File: src/rtl/cpu_pkg.sv
// cpu_pkg: shared CPU constants and return-stack op encoding.
package cpu_pkg;

    localparam int RA_WIDTH = 10;
    localparam int RS_DEPTH = 16;

    // Encoding is {pop, push} so the strobes cast directly onto it.
    typedef enum logic [1:0] {
        OP_NONE = 2'b00,
        OP_PUSH = 2'b01,
        OP_POP  = 2'b10,
        OP_REPL = 2'b11
    } stack_op_e;

endpackage

File: src/rtl/ret_stack_ram.sv
// ret_stack_ram: backing store below TOS, sync write / async read.
module ret_stack_ram #(
    parameter int WIDTH = 10,
    parameter int DEPTH = 15,
    parameter int AW    = 4
) (
    input  logic             clk,
    input  logic             we,
    input  logic [AW-1:0]    waddr,
    input  logic [WIDTH-1:0] wdata,
    input  logic [AW-1:0]    raddr,
    output logic [WIDTH-1:0] rdata
);

    logic [WIDTH-1:0] mem [DEPTH];

    always_ff @(posedge clk)
        if (we) mem[waddr] <= wdata;

    assign rdata = mem[raddr];

endmodule

File: src/rtl/ret_stack_ctrl.sv
// ret_stack_ctrl: return-address stack with registered TOS, count and sticky
// overflow/underflow flags; older entries live in ret_stack_ram.
module ret_stack_ctrl
    import cpu_pkg::*;
#(
    parameter int WIDTH = RA_WIDTH,
    parameter int DEPTH = RS_DEPTH,
    parameter int PTR_W = 4
) (
    input  logic             clk,
    input  logic             reset,
    input  logic             push,
    input  logic             pop,
    input  logic [WIDTH-1:0] data_in,
    input  logic             clr_err,
    output logic [WIDTH-1:0] data_out,
    output logic             empty,
    output logic             full,
    output logic [PTR_W:0]   count,
    output logic             ovf,
    output logic             unf
);

    localparam int CW = PTR_W + 1;

    logic [WIDTH-1:0] tos_q, tos_d, rdata;
    logic [CW-1:0]    count_q, count_d;
    logic             ovf_q, ovf_d, unf_q, unf_d;
    logic             we, ovf_set, unf_set;
    logic [PTR_W-1:0] lo, waddr, raddr;
    stack_op_e        op;

    assign op    = stack_op_e'({pop, push});
    assign empty = count_q == '0;
    assign full  = count_q == CW'(DEPTH);
    // Modulo arithmetic on the low bits still yields DEPTH-2 when full.
    assign lo    = count_q[PTR_W-1:0];
    assign waddr = lo - PTR_W'(1);
    assign raddr = lo - PTR_W'(2);

    always_comb begin
        tos_d   = tos_q;
        count_d = count_q;
        we      = 1'b0;
        ovf_set = 1'b0;
        unf_set = 1'b0;
        case (op)
            OP_PUSH: begin
                if (full) ovf_set = 1'b1;
                else begin
                    we      = !empty;
                    tos_d   = data_in;
                    count_d = count_q + CW'(1);
                end
            end
            OP_POP: begin
                if (empty) unf_set = 1'b1;
                else begin
                    if (count_q > CW'(1)) tos_d = rdata;
                    count_d = count_q - CW'(1);
                end
            end
            OP_REPL: begin
                tos_d = data_in;
                if (empty) begin
                    count_d = CW'(1);
                    unf_set = 1'b1;
                end
            end
            default: ;
        endcase
        ovf_d = (ovf_q & ~clr_err) | ovf_set;
        unf_d = (unf_q & ~clr_err) | unf_set;
    end

    always_ff @(posedge clk or posedge reset) begin
        if (reset) begin
            tos_q   <= '0;
            count_q <= '0;
            ovf_q   <= 1'b0;
            unf_q   <= 1'b0;
        end else begin
            tos_q   <= tos_d;
            count_q <= count_d;
            ovf_q   <= ovf_d;
            unf_q   <= unf_d;
        end
    end

    ret_stack_ram #(
        .WIDTH(WIDTH),
        .DEPTH(DEPTH - 1),
        .AW   (PTR_W)
    ) u_ram (
        .clk  (clk),
        .we   (we),
        .waddr(waddr),
        .wdata(tos_q),
        .raddr(raddr),
        .rdata(rdata)
    );

    assign data_out = tos_q;
    assign count    = count_q;
    assign ovf      = ovf_q;
    assign unf      = unf_q;

endmodule

File: config.mk
export PLATFORM = sky130hd
export DESIGN_NAME = ret_stack_ctrl
export DESIGN_NICKNAME = d
export VERILOG_FILES = /design/src/rtl/cpu_pkg.sv /design/src/rtl/ret_stack_ram.sv /design/src/rtl/ret_stack_ctrl.sv
export SDC_FILE = /design/constraint.sdc
export NUM_CORES = 1
export LEC_CHECK = 0
export BUFFER_PORTS_ARGS = -buffer_cell sky130_fd_sc_hd__buf_2
export CAP_MARGIN = 25
export CORE_ASPECT_RATIO = 0.9
export CORE_MARGIN = 2
export CORE_UTILIZATION = 25
export CTS_CLUSTER_DIAMETER = 150
export CTS_CLUSTER_SIZE = 30
export DETAILED_ROUTE_END_ITERATION = 10
export GPL_ROUTABILITY_DRIVEN = 0
export SETUP_SLACK_MARGIN = 0.4
export SKIP_LAST_GASP = 1
export SYNTH_ARGS = -nofsm -noshare
export SYNTH_HDL_FRONTEND = slang
export SYNTH_SLANG_ARGS = --single-unit
File: constraint.sdc
create_clock -name clk -period 3.8 [get_ports clk]
set_input_delay 0.57 -clock clk [delete_from_list [all_inputs] [get_ports clk]]
set_output_delay 0.57 -clock clk [all_outputs]
set_load 0.03 [all_outputs]
==> results.py <==
metrics = {
    "outcome": {
        "run_status": "finished clean",
    },
    "drt": {
        "route.antenna.remaining_nets": 0,
        "drt-vias-per-instance": 4.63,
        "firstDrtPassIters": 5,
        "route.detailed.drc": 0,
        "routedWlPerCell_um": 18.6,
        "route.final.wire_length_mm": 15.1,
        "drt_iter0_markers": 411,
        "routed-via-count": 3755,
    },
    "floorplan": {
        "core_area_um2": 27000,
        "floorplan.die.height_um": 161,
        "fp.dieW_um": 179,
        "rows": 57,
        "initial_util": 0.255,
        "die-area_um2": 28900,
        "boundaryPins": 34,
    },
    "sta": {
        "setup_repair_after_global_routing_missed_its_margin": "false",
        "final_hold_viol_count": 0,
        "timing_worst_slew_pin_value_ns": 0.981,
        "setup_violations": 0,
        "finClkSkew_ns": 0.0103,
        "timing.final.crit_period_ns": 2.87,
        "whs_ns": 0.285,
        "finalMaxSlewViolations": 0,
        "max-slew-margin-rel": 0.346,
        "final.period_utilization": 0.756,
        "achievable-frequency_mhz": 348,
        "final.setup.tns_ns": 0,
    },
    "clock_tree": {
        "clock_latency_ns": 0.43,
        "clkSlewWorstSetupHoldPaths_ns": 0.07,
        "cts_buffers": 17,
        "post-cts-setup-buffers": 0,
        "cts_root_buffer": "clkbuf_16",
        "cts.sink_count": 167,
        "cts_htree_levels": 4,
        "hold_buffers": 0,
        "cts_tree": "done",
        "post_cts.resized_instances": 0,
        "cts_buffer_depth": 2,
    },
    "setup_path": {
        "timing.reg2reg.worst_path_depth": 6,
        "crit_start_category": "register",
        "cp_data_arrival_time_ns": 2.92,
        "setup.worst_path.end_class": "register",
        "worst-endpoint-required_ns": 3.85,
        "crit-reg2reg-capture": "u_ram.mem[13][8]$_DFFE_PP_",
        "path_class": "reg2reg",
        "worstPathMaxFanout": 12,
        "start_of_the_worst_register_to_register_path": "count[2]$_DFFE_PP0P_",
        "timing.reg2reg.setup_slack_ns": 0.93,
    },
    "synthesis": {
        "synth_warnings": 0,
        "ys_types": 38,
        "syn_area_per_cell_um2": 17.4,
        "postSynthRegisterBits": 167,
        "syn_area_um2": 6890,
        "synthesis.nets": 421,
        "netlist_instances": 397,
        "synth.yosys.seq_area_share": 0.716,
    },
    "placed_design": {
        "dpl_cell_area_um2": 7500,
        "hpwl_mm": 9.61,
        "io_buffers": 33,
    },
    "global_routing": {
        "largest_net_degree_at_the_start_of_global_routing": 56,
        "wire_length_of_the_first_global_routing_pass_mm": 22.9,
        "grt_pass1_vias": 3733,
        "grt_antenna_before_repair": 0,
        "globalRouteOverflowTotal": 0,
        "track_usage": 0.108,
    },
    "flow_run": {
        "timing.max_cap.violations": 0,
    },
    "finish": {
        "mostFrequentLayoutCells": "150 x edfxtp_1, 33 x buf_2, 32 x nor2_1",
        "finalNetCount": 468,
        "postLayoutCellArea_um2": 8090,
        "area_delta_synth_final_pct": 17.4,
        "final_layout_size_suffix_gt1_frac": 0.254,
        "final_common_cell": "edfxtp_1",
        "num_antenna_cells": 0,
    },
    "power": {
        "cellLeakagePower_uw": 0.00271,
        "power_density_nw_per_um2": 811,
        "vdd_drop_max_v": 0.000369,
    },
    "min_path": {
        "timing.hold.worst.class": "in2async",
    },
}
power by group:
part / total [uW] / switching (uW) / internal [uW] / leakage [uW]
logic: 2100 / 1320 / 782 / 0.000878
clock network: 1670 / 787 / 881 / 0.000287
registers: 2790 / 344 / 2440 / 0.00155
registers in the layout (all words and copies together), names as in the netlist:
| register | count |
|---|---|
| ovf | 1 |
| data_out | 10 |
| count | 5 |
| u_ram.mem | 150 |
| unf | 1 |
area by class of cell:
class	instances	area, um2
multi-input combinational	199	1800
sequential	167	4930
fill	2636	18900
tap	354	443
clock buffer	17	425
clock inverter	15	159
inverter	8	30.0
timing repair buffer	51	300
through the flow:
step	utilization	std cells	power (uW)	setup WS [ns]
after global routing	0.299	811	6890	0.718
after detailed placement	0.278	779	4940	0.956
after CTS	0.299	811	6600	0.923
after floorplan	-	397	4230	0.905
final	0.299	811	6560	0.928
after global placement	0.278	779	4870	1.15
kinds of logic (layout without fill, tap and decap cells):
kind of cell	after synthesis	after routing	synth area share
compound gates	75	75	0.0763
xor+xnor	6	6	0.00763
fa+ha+maj	9	9	0.0163
buf+inv	31	91	0.0243
flops	167	167	0.716
mux	41	41	0.116
simple gates	68	68	0.0441
synth_stat cells (all sizes together):
| cell | n | area, um2 |
|---|---|---|
| nor2 | 32 | 120 |
| o22ai | 12 | 75.1 |
| a211oi | 20 | 150 |
| o21bai | 1 | 7.51 |
| nor3 | 2 | 10.0 |
| a21oi | 7 | 35.0 |
| xnor2 | 4 | 35.0 |
| nand4bb | 1 | 11.3 |
| o21ai | 10 | 50.1 |
| buf | 11 | 91.3 |
| or4b | 1 | 13.8 |
| nor2b | 2 | 12.5 |
| edfxtp | 150 | 4500 |
| nand2b | 5 | 31.3 |
| dfrtp | 17 | 425 |
| a21boi | 1 | 7.51 |
| ha | 9 | 113 |
| nand3 | 1 | 5.00 |
| a32oi | 1 | 8.76 |
| inv | 8 | 30.0 |
| nand2 | 21 | 78.8 |
| nand4 | 1 | 6.26 |
| o311ai | 11 | 96.3 |
| mux4 | 30 | 687 |
| o31ai | 1 | 7.51 |
| mux2i | 11 | 110 |
| o21a | 10 | 75.1 |
| a22oi | 1 | 12.5 |
| nor3b | 2 | 15.0 |
| clkbuf | 12 | 46.3 |
| xor2 | 2 | 17.5 |
critical path, stage by stage, from the launching register on:
cell and delay (ns):
dfrtp_1 0.53, inv_1 0.18, ha_1 0.24, a21boi_1 0.34, xor2_1 0.32, nand2_1 0.14, nor2_1 0.74
how the worst max path moves through the flow:
stage,from,end,slack (ns),cells after the start
3_5_place_dp,count[2]$_DFFE_PP0P_,u_ram.mem[12][0]$_DFFE_PP_,0.96,6
2_1_floorplan,count[1]$_DFFE_PP0P_,u_ram.mem[8][0]$_DFFE_PP_,0.90,8
5_1_grt,count[2]$_DFFE_PP0P_,u_ram.mem[12][8]$_DFFE_PP_,0.72,6
6_report,count[2]$_DFFE_PP0P_,u_ram.mem[13][8]$_DFFE_PP_,0.93,6
4_1_cts,count[2]$_DFFE_PP0P_,u_ram.mem[13][1]$_DFFE_PP_,0.92,6
3_3_place_gp,count[2]$_DFFE_PP0P_,u_ram.mem[12][0]$_DFFE_PP_,1.15,6
layer usage:
layer	part of all wire	vias to the layer above	wire length, um	GRT usage
li1	-	1681	-	-
met1	0.46	1940	7010	0.153
met2	0.47	122	7040	0.165
met3	0.059	12	884	0.0259
met4	0.011	0	160	0.0299
met5	0	-	0	0
Power figures use the tool's default switching activity.
